`config.mk`:
```
export PLATFORM = sky130hd
export DESIGN_NAME = reorder_buffer_flat
export DESIGN_NICKNAME = d
export VERILOG_FILES = /design/src/rtl/reorder_buffer_if.sv /design/src/rtl/reorder_buffer.sv /design/src/flat_wrapper.sv
export SDC_FILE = /design/constraint.sdc
export NUM_CORES = 1
export LEC_CHECK = 0
export ABC_AREA = 1
export CORE_AREA = 2 2 265 267
export CTS_CLUSTER_SIZE = 14
export DETAILED_ROUTE_END_ITERATION = 8
export DIE_AREA = 0 0 267 269
export HOLD_SLACK_MARGIN = 0.06
export PLACE_DENSITY = 0.74
export SLEW_MARGIN = 15
export SYNTH_ARGS = -nofsm -noshare
export SYNTH_HDL_FRONTEND = slang
export SYNTH_SLANG_ARGS = --single-unit
export TNS_END_PERCENT = 10
```
`constraint.sdc`:
```
create_clock -name clk -period 3.1 [get_ports clk]
set_input_delay 0.62 -clock clk [delete_from_list [all_inputs] [get_ports clk]]
set_output_delay 0.62 -clock clk [all_outputs]
set_load 0.03 [all_outputs]
```
`src/rtl/reorder_buffer_if.sv`:
```
// Dispatch, common-data-bus and retirement signals between the core and the reorder buffer.
// master drives dispatch/CDB and observes commit; slave is the reorder buffer itself.
interface reorder_buffer_if #(
    parameter int unsigned WIDTH = 31,
    parameter int unsigned ROB   = 2
);
    logic               dispatchValid;
    logic [4:0]         dispatchDestReg;
    logic               dispatchRegWrite;
    logic               dispatchIsControl;
    logic [WIDTH:0]     dispatchPredTarget;
    logic [ROB:0]       allocEntry;
    logic               robFull;

    logic               cdbValid;
    logic [ROB:0]       cdbRobEntry;
    logic [WIDTH:0]     cdbResult;
    logic               cdbIsControl;
    logic [WIDTH:0]     cdbTargetAddress;

    logic               commitValid;
    logic [4:0]         commitDestReg;
    logic               commitRegWrite;
    logic [WIDTH:0]     commitResult;
    logic [ROB:0]       commitEntry;
    logic               flush;
    logic [WIDTH:0]     redirectAddress;

    modport master (
        output dispatchValid, dispatchDestReg, dispatchRegWrite, dispatchIsControl,
               dispatchPredTarget, cdbValid, cdbRobEntry, cdbResult, cdbIsControl,
               cdbTargetAddress,
        input  allocEntry, robFull, commitValid, commitDestReg, commitRegWrite,
               commitResult, commitEntry, flush, redirectAddress
    );

    modport slave (
        input  dispatchValid, dispatchDestReg, dispatchRegWrite, dispatchIsControl,
               dispatchPredTarget, cdbValid, cdbRobEntry, cdbResult, cdbIsControl,
               cdbTargetAddress,
        output allocEntry, robFull, commitValid, commitDestReg, commitRegWrite,
               commitResult, commitEntry, flush, redirectAddress
    );
endinterface

```
`src/rtl/reorder_buffer.sv`:
```
// Circular in-order retirement buffer fed by the CDB; retires one completed entry per cycle
// from the head and flushes everything behind a mispredicted branch when it retires.
module reorder_buffer #(
    parameter int unsigned WIDTH = 31,
    parameter int unsigned ROB   = 2
) (
    input  logic             clk,
    input  logic             resetN,
    reorder_buffer_if.slave  rob
);
    localparam int unsigned DEPTH = 2 ** (ROB + 1);
    localparam int unsigned PW    = ROB + 2;
    localparam int unsigned DW    = WIDTH + 1;

    logic [PW-1:0]    head;
    logic [PW-1:0]    tail;
    logic [PW-1:0]    count;
    logic [DEPTH-1:0] busy;
    logic [DEPTH-1:0] ready;
    logic [DEPTH-1:0] mispredict;

    logic [4:0]       dest_reg      [DEPTH];
    logic             reg_write     [DEPTH];
    logic             is_control    [DEPTH];
    logic [DW-1:0]    pred_target   [DEPTH];
    logic [DW-1:0]    result        [DEPTH];
    logic [DW-1:0]    actual_target [DEPTH];

    logic [ROB:0]     h_idx;
    logic [ROB:0]     t_idx;
    logic [ROB:0]     c_idx;
    logic             alloc_go;
    logic             cdb_go;
    logic             commit_go;
    logic             flush_go;

    assign count          = tail - head;
    assign h_idx          = head[ROB:0];
    assign t_idx          = tail[ROB:0];
    assign c_idx          = rob.cdbRobEntry;
    assign rob.robFull    = (count == PW'(DEPTH));
    assign rob.allocEntry = t_idx;

    // A broadcast aimed at the entry being allocated sees busy=0 and is dropped here.
    assign alloc_go  = rob.dispatchValid & ~rob.robFull;
    assign cdb_go    = rob.cdbValid & busy[c_idx];
    assign commit_go = busy[h_idx] & ready[h_idx];
    assign flush_go  = commit_go & mispredict[h_idx];

    always_ff @(posedge clk or negedge resetN) begin
        if (!resetN) begin
            head                <= '0;
            tail                <= '0;
            busy                <= '0;
            ready               <= '0;
            mispredict          <= '0;
            rob.commitValid     <= 1'b0;
            rob.commitDestReg   <= '0;
            rob.commitRegWrite  <= 1'b0;
            rob.commitResult    <= '0;
            rob.commitEntry     <= '0;
            rob.flush           <= 1'b0;
            rob.redirectAddress <= '0;
        end else begin
            rob.commitValid <= commit_go;
            rob.flush       <= flush_go;
            if (commit_go) begin
                rob.commitDestReg  <= dest_reg[h_idx];
                rob.commitRegWrite <= reg_write[h_idx];
                rob.commitResult   <= result[h_idx];
                rob.commitEntry    <= h_idx;
            end
            if (flush_go) begin
                // Squash: same-edge allocation and CDB writes are discarded with the rest.
                rob.redirectAddress <= actual_target[h_idx];
                busy       <= '0;
                ready      <= '0;
                mispredict <= '0;
                head       <= '0;
                tail       <= '0;
            end else begin
                if (alloc_go) begin
                    busy[t_idx]       <= 1'b1;
                    ready[t_idx]      <= 1'b0;
                    mispredict[t_idx] <= 1'b0;
                    tail              <= tail + PW'(1);
                end
                if (cdb_go) begin
                    ready[c_idx] <= 1'b1;
                    if (rob.cdbIsControl) begin
                        mispredict[c_idx] <= is_control[c_idx] &
                                             (rob.cdbTargetAddress != pred_target[c_idx]);
                    end
                end
                if (commit_go) begin
                    busy[h_idx] <= 1'b0;
                    head        <= head + PW'(1);
                end
            end
        end
    end

    // Payload storage; validity is tracked solely by the busy/ready bits above.
    always_ff @(posedge clk) begin
        if (alloc_go) begin
            dest_reg[t_idx]    <= rob.dispatchDestReg;
            reg_write[t_idx]   <= rob.dispatchRegWrite;
            is_control[t_idx]  <= rob.dispatchIsControl;
            pred_target[t_idx] <= rob.dispatchPredTarget;
        end
        if (cdb_go) begin
            result[c_idx] <= rob.cdbResult;
            if (rob.cdbIsControl) begin
                actual_target[c_idx] <= rob.cdbTargetAddress;
            end
        end
    end
endmodule
```
`src/flat_wrapper.sv`:
```
// flat-port wrapper written by rule: the top's interface ports become plain ports
module reorder_buffer_flat 
#(
    parameter int unsigned WIDTH = 31,
    parameter int unsigned ROB   = 2
)
  (clk, resetN, rob_dispatchValid, rob_dispatchDestReg, rob_dispatchRegWrite, rob_dispatchIsControl, rob_dispatchPredTarget, rob_cdbValid, rob_cdbRobEntry, rob_cdbResult, rob_cdbIsControl, rob_cdbTargetAddress, rob_allocEntry, rob_robFull, rob_commitValid, rob_commitDestReg, rob_commitRegWrite, rob_commitResult, rob_commitEntry, rob_flush, rob_redirectAddress);
  reorder_buffer_if #(.WIDTH(WIDTH), .ROB(ROB)) rob_i ();
  input  logic clk;
  input  logic resetN;
  input wire logic [$bits(rob_i.dispatchValid)-1:0] rob_dispatchValid;
  input wire logic [$bits(rob_i.dispatchDestReg)-1:0] rob_dispatchDestReg;
  input wire logic [$bits(rob_i.dispatchRegWrite)-1:0] rob_dispatchRegWrite;
  input wire logic [$bits(rob_i.dispatchIsControl)-1:0] rob_dispatchIsControl;
  input wire logic [$bits(rob_i.dispatchPredTarget)-1:0] rob_dispatchPredTarget;
  input wire logic [$bits(rob_i.cdbValid)-1:0] rob_cdbValid;
  input wire logic [$bits(rob_i.cdbRobEntry)-1:0] rob_cdbRobEntry;
  input wire logic [$bits(rob_i.cdbResult)-1:0] rob_cdbResult;
  input wire logic [$bits(rob_i.cdbIsControl)-1:0] rob_cdbIsControl;
  input wire logic [$bits(rob_i.cdbTargetAddress)-1:0] rob_cdbTargetAddress;
  output wire logic [$bits(rob_i.allocEntry)-1:0] rob_allocEntry;
  output wire logic [$bits(rob_i.robFull)-1:0] rob_robFull;
  output wire logic [$bits(rob_i.commitValid)-1:0] rob_commitValid;
  output wire logic [$bits(rob_i.commitDestReg)-1:0] rob_commitDestReg;
  output wire logic [$bits(rob_i.commitRegWrite)-1:0] rob_commitRegWrite;
  output wire logic [$bits(rob_i.commitResult)-1:0] rob_commitResult;
  output wire logic [$bits(rob_i.commitEntry)-1:0] rob_commitEntry;
  output wire logic [$bits(rob_i.flush)-1:0] rob_flush;
  output wire logic [$bits(rob_i.redirectAddress)-1:0] rob_redirectAddress;
  assign rob_i.dispatchValid = rob_dispatchValid;
  assign rob_i.dispatchDestReg = rob_dispatchDestReg;
  assign rob_i.dispatchRegWrite = rob_dispatchRegWrite;
  assign rob_i.dispatchIsControl = rob_dispatchIsControl;
  assign rob_i.dispatchPredTarget = rob_dispatchPredTarget;
  assign rob_i.cdbValid = rob_cdbValid;
  assign rob_i.cdbRobEntry = rob_cdbRobEntry;
  assign rob_i.cdbResult = rob_cdbResult;
  assign rob_i.cdbIsControl = rob_cdbIsControl;
  assign rob_i.cdbTargetAddress = rob_cdbTargetAddress;
  assign rob_allocEntry = rob_i.allocEntry;
  assign rob_robFull = rob_i.robFull;
  assign rob_commitValid = rob_i.commitValid;
  assign rob_commitDestReg = rob_i.commitDestReg;
  assign rob_commitRegWrite = rob_i.commitRegWrite;
  assign rob_commitResult = rob_i.commitResult;
  assign rob_commitEntry = rob_i.commitEntry;
  assign rob_flush = rob_i.flush;
  assign rob_redirectAddress = rob_i.redirectAddress;
  reorder_buffer #(.WIDTH(WIDTH), .ROB(ROB)) u_core (.clk(clk), .resetN(resetN), .rob(rob_i));
endmodule
```
Yosys cells after proc, flatten, opt, wreduce, memory -nomap -nowiden --
Memory sizes are Yosys's and may differ from the RTL's. A register that Yosys moved wholly into a read port is not among the register bits. Cells that the tools add are included.
Storage, ports and cells: memories 6, latch bits 0, register bits 37, memory bits (read-only) 0, memory bits (writable) 824, bits of input ports 111, word-level logic and storage cells 86
Memory list:
- u_core.actual_target | words 8, width 32, rd ports 1, clocked after Yosys merged registers in 1, write ports 1, line reorder_buffer.sv:27 | logic [DW-1:0] actual_target [DEPTH];
- u_core.pred_target | words 8, width 32, rd ports 1, clocked after Yosys merged registers in 0, write ports 1, line reorder_buffer.sv:25 | logic [DW-1:0] pred_target [DEPTH];
- u_core.result | words 8, width 32, rd ports 1, clocked after Yosys merged registers in 1, write ports 1, line reorder_buffer.sv:26 | logic [DW-1:0] result [DEPTH];
- u_core.dest_reg | words 8, width 5, rd ports 1, clocked after Yosys merged registers in 1, write ports 1, line reorder_buffer.sv:22 | logic [4:0] dest_reg [DEPTH];
- u_core.is_control | words 8, width 1, rd ports 1, clocked after Yosys merged registers in 0, write ports 1, line reorder_buffer.sv:24 | logic is_control [DEPTH];
- u_core.reg_write | words 8, width 1, rd ports 1, clocked after Yosys merged registers in 1, write ports 1, line reorder_buffer.sv:23 | logic reg_write [DEPTH];
Operators by class: equal/unequal tests 2, muxes and demuxes 39, reductions and logical operators 9, bitwise gates (word level) 13, $mul 0, div/mod/pow operators 0, order comparisons 6, shift-type cells 0, add/subtract/negate cells 3
Operator list (count):
- 8-bit 2-to-1 mux | 13
- 32-bit inequality test | 1
- 8-bit AND | 3
- 4-bit 2-to-1 mux | 4
- 8-bit NOT | 2
- 8-bit OR | 2
- 1-bit 2-to-1 mux | 14
- 1-bit binary-select mux with 3-bit select | 4
- 3-bit by 4-bit less-than comparator with 1-bit output, second input constant | 3
- 1-bit demux with 3-bit select | 3
- 3-bit by 1-bit greater-or-equal comparator with 1-bit output, second input constant | 3
- 4-bit by 1-bit adder with 4-bit output, second input constant | 2
- 8-bit bitwise mux | 1
- 1-bit AND | 5
- 4-bit equality test, second input constant | 1
- 1-bit logical NOT | 4
- 2-bit nonzero test | 2
- 4-bit subtractor | 1
- 1-bit logical AND | 3
- 1-bit NOT | 1

Depth between registers and ports, before layout --
depth after elaboration 12, mapped depth 17

Worst setup path after synthesis --
OpenSTA, ideal clock, no wires.
kind in2reg, start in rob_cdbRobEntry[0], end mem u_core.actual_target[0][0] (netlist bit), enable pin, setup time 0.423 ns, arrival 3.206 ns, cell stages on the path 9, required time 2.677 ns, slack -0.529 ns, cells stage by stage buf_4 -> clkbuf_1 -> nand2_1 -> o21ai_1 -> inv_2 -> a31oi_4 -> nand2_4 -> buf_6 -> nor2_1
Between the ends: longest elaborated chain between the ends 5
RTL lines:
- from (decl) | line flat_wrapper.sv:17 | input wire logic [$bits(rob_i.cdbRobEntry)-1:0] rob_cdbRobEntry;
- 1-bit binary-select mux with 3-bit select | line reorder_buffer.sv:46 | assign cdb_go = rob.cdbValid & busy[c_idx];
- 1-bit 2-to-1 mux (not written as such) | line reorder_buffer.sv:46
- 1-bit AND | line reorder_buffer.sv:46
- 1-bit 2-to-1 mux | line reorder_buffer.sv:111 | if (cdb_go) begin
- 1-bit 2-to-1 mux (not written as such) | line reorder_buffer.sv:114 | actual_target[c_idx] <= rob.cdbTargetAddress;
- to (decl) | line reorder_buffer.sv:27
Parallel ways exist; a longest one is shown, timed or not. The select of a mux whose other input is x is not followed.

Worst setup path after layout --
start reg u_core.head[1], end out rob_robFull
Between the ends: longest elaborated chain between the ends 2
RTL lines:
- from (decl) | line reorder_buffer.sv:15 | logic [PW-1:0] head;
- from (signal assigned) | line reorder_buffer.sv:97 | head <= head + PW'(1);
- 4-bit subtractor | line reorder_buffer.sv:37 | assign count = tail - head;
- 4-bit equality test | line reorder_buffer.sv:41 | assign rob.robFull = (count == PW'(DEPTH));
- to (decl) | line flat_wrapper.sv:22 | output wire logic [$bits(rob_i.robFull)-1:0] rob_robFull;
Every way passes these cells.

==> flow_metrics.py <==
metrics = {
    "timing": {
        "hold_viol_final": 0,
        "timing.final.max_slew_violations": 0,
        "post-route-period-util": 0.956,
        "worst_pin_slew_ns": 1.05,
        "clock.fmax_mhz": 338,
        "setup_viol": 0,
        "fin_worst_skew_ns": 0.0157,
        "relSlewSlack": 0.300,
        "rsz0062_at_grt": "no",
        "setup_ws_ns": 0.138,
        "min_period_ns": 2.96,
    },
    "detailed_routing": {
        "dr.pass1.iters": 7,
        "vias": 24200,
        "routed_via_density": 5.56,
        "wl_per_cell_um": 20.5,
        "wl_um": 89000,
        "drcViolationCount": 0,
        "drt_iter0_drc": 2521,
        "ant_nets": 0,
    },
    "run": {
        "drv_cap": 0,
    },
    "critical_path": {
        "worstPathCellList": "inv_4 -> ha_4 -> inv_1 -> o21bai_1 -> nand2_1 -> nand2_1 -> xor2_1 -> nand4_1 -> buf_4 -> inv_2 -> buf_6",
        "cpPeakStageDelay_ns": 0.39,
        "arrival_ns": 2.34,
        "end_kind": "primary output",
        "critPathLaunchType": "register",
        "worstSetupPathType": "register to primary output",
        "worst_path_max_delay_cell": "dfrtp_2",
        "cp_max_fo": 4,
        "cpMostUsedCell": "nand2_1",
        "cp_data_required_time_ns": 2.48,
    },
    "logic_synthesis": {
        "synth_area_per_cell_um2": 12.0,
        "async_flop_share": 0.115,
        "syn_inst": 3077,
        "synth_nets": 3193,
        "yosys_register_bits": 931,
        "ys.flop_type": "edfxtp_1",
        "yosysWarnings": 0,
        "ys_seq_area_frac": 0.742,
        "synth_edf_count": 824,
        "synth_area_um2": 37000,
        "ys_types": 40,
    },
    "cells_and_area": {
        "final-seq-area_um2": 27400,
        "multi_input_area_um2": 7980,
        "drive_gt1_frac": 0.102,
        "nets": 3439,
        "nFillCells": 5029,
        "syn_to_final_growth_pct": 19.2,
        "reg_top3": "u_core.actual_target x256, u_core.pred_target x256, u_core.result x256",
        "design_area_um2": 44100,
    },
    "status": {
        "status": "finished, final reports clean",
    },
    "global_route": {
        "grtUsageTotal": 0.249,
        "antenna_found_initial": 8,
        "grt_pass1_vias": 23200,
        "grt_max_degree": 191,
        "overflow": 0,
        "grt_pass1_wl_um": 134000,
    },
    "cts": {
        "htree_levels": 3,
        "cts.sinks": 931,
        "cts_buffers": 93,
        "insertion_delay_ns": 0.65,
        "clkTransAtPathRegs_ns": 0.06,
        "cts_tree": "done",
        "clock_path_buffers": 3,
        "root_buffer": "clkbuf_16",
    },
    "min_path": {
        "hold_path.class": "register to register",
    },
    "die": {
        "core.rowCount": 97,
        "core_area_um2": 69300,
        "die_w_um": 267,
        "dieArea_um2": 71800,
        "io_pins": 190,
        "die_h_um": 269,
        "initial_utilization": 0.533,
    },
    "power_and_ir_drop": {
        "leakagePower_nw": 16.4,
        "total_power_mw": 38.1,
        "power_density_nw_per_um2": 864,
        "vdd_drop_max_mv": 0.776,
    },
    "placed_design": {
        "placed_cell_area_um2": 40700,
        "dp_slack_ns": -0.0608,
        "portBuffers": 189,
        "hpwl_um": 52800,
        "place_congestion": 0.877,
    },
}
area by class of cell:
cell class	instances	share of cell area
tap	940	0.0267
clock inverter	58	0.0177
inverter	263	0.0227
multi-input combinational	1726	0.181
antenna	6	0.000341
sequential	931	0.622
clock buffer	113	0.0556
timing repair buffer	308	0.0737
placed cells by master, fill, tap and decap left out, drive strengths merged:
master / Yosys / layout
o21a: 1 / 1
diode: 0 / 6
nand2: 458 / 458
clkinvlp: 0 / 7
nand3b: 2 / 2
or2: 25 / 25
o32ai: 3 / 3
o211ai: 8 / 8
bufinv: 0 / 16
a211oi: 2 / 2
o21ai: 413 / 413
clkinv: 1 / 30
o2111ai: 5 / 5
buf: 57 / 121
dfrtp: 107 / 107
clkdlybuf4s50: 0 / 186
o22ai: 121 / 121
a21oi: 30 / 30
o2111a: 8 / 8
a221oi: 1 / 1
ha: 5 / 5
nor4: 1 / 1
nor2: 506 / 506
nand3: 117 / 117
edfxtp: 824 / 824
nand4: 2 / 2
a31oi: 2 / 2
xor2: 4 / 4
inv: 262 / 268
clkbuf: 100 / 113
dlygate4sd3: 0 / 1
xnor2: 2 / 2
nor3: 9 / 9
o21bai: 1 / 1
cells by family (layout without fill, tap and decap cells):
logic type      count (synthesis)  after routing  synth area share
flops                         931            931             0.742
compound gates                595            595            0.0884
buf+inv                       420            742            0.0450
other cells                     0              6                 0
simple gates                 1120           1120             0.122
xor+xnor                        6              6           0.00142
fa+ha+maj                       5              5           0.00169
worst max-delay path, delay by kind of cell (launching register included):
kind | cells | cell delay (ns)
adder cells (fa/ha/maj) | 1 | 0.26
buffers and inverters | 5 | 0.44
XOR/XNOR | 1 | 0.15
AND/OR/NAND/NOR | 3 | 0.28
AO/OA/AOI/OAI | 1 | 0.19
flip-flops | 1 | 0.39
per-layer routing:
layer  wire length, um  vias to the layer above  GRT usage
li1                  -                    11200          -
met1             35400                    11700      0.330
met2             43400                     1061      0.412
met3              7540                      169     0.0493
met4              2620                        2     0.0914
met5                 8                        -          0
cells in the mapped netlist (4+ instances only):
master,count,area share
buf_2,43,0.0058
buf_1,7,0.00071
dfrtp_1,107,0.072
nor2_4,4,0.0012
nor3_1,9,0.0012
o21ai_0,371,0.050
nor2_1,500,0.051
nand3_1,117,0.016
o211ai_1,8,0.0016
buf_4,6,0.0012
nand2_2,6,0.0010
inv_1,251,0.025
xor2_1,4,0.00095
edfxtp_1,824,0.67
or2_2,25,0.0042
nand2_1,451,0.046
ha_1,5,0.0017
inv_2,11,0.0011
clkbuf_1,100,0.010
o21ai_1,40,0.0054
o2111ai_1,5,0.0012
o2111a_1,8,0.0024
o22ai_1,121,0.020
a21oi_1,30,0.0041
timing repair:
action	CTS	global route
gates resized for setup	3	6
setup buffers	3	7
setup endpoints to repair	1	1
pin swaps	1	4
endpoints found under the hold margin	32	0
hold buffers	1	0
final timing paths:
| path | from | endpoint | slack, ns | cells after the start |
|---|---|---|---|---|
| min | u_core.rob.commitResult[13] | u_core.rob.commitResult[13] | 0.48 | 2 |
| max reg2reg | u_core.head[0] | u_core.busy[5] | 0.30 | 13 |
| min reg2reg | u_core.rob.commitResult[13] | u_core.rob.commitResult[13] | 0.48 | 2 |
| max | u_core.head[1] | rob_robFull | 0.14 | 11 |
| max in group asynchronous | resetN | u_core.rob.redirectAddress[15] | 1.88 | 3 |
| min in group asynchronous | resetN | u_core.rob.commitResult[20] | 0.50 | 2 |
metrics by stage:
| step | instances | util | hold slack (ns) | setup TNS (ns) |
|---|---|---|---|---|
| 2_1_floorplan | 3077 | - | 0.324 | -139.16 |
| 3_3_place_gp | 4157 | 0.588 | 0.464 | -4.69 |
| 3_5_place_dp | 4157 | 0.588 | 0.472 | -7.44 |
| 4_1_cts | 4332 | 0.635 | 0.475 | 0 |
| 5_1_grt | 4341 | 0.636 | 0.503 | 0 |
| 6_report | 4345 | 0.636 | 0.481 | 0 |
where the power goes:
| part | switching [mW] | internal [mW] |
|---|---|---|
| combinational | 7.16 | 3.43 |
| sequential | 0.583 | 15.2 |
| clock | 4.75 | 7.02 |
| total | 12.5 | 25.6 |
Note: power is estimated with default switching activity, not from simulation.
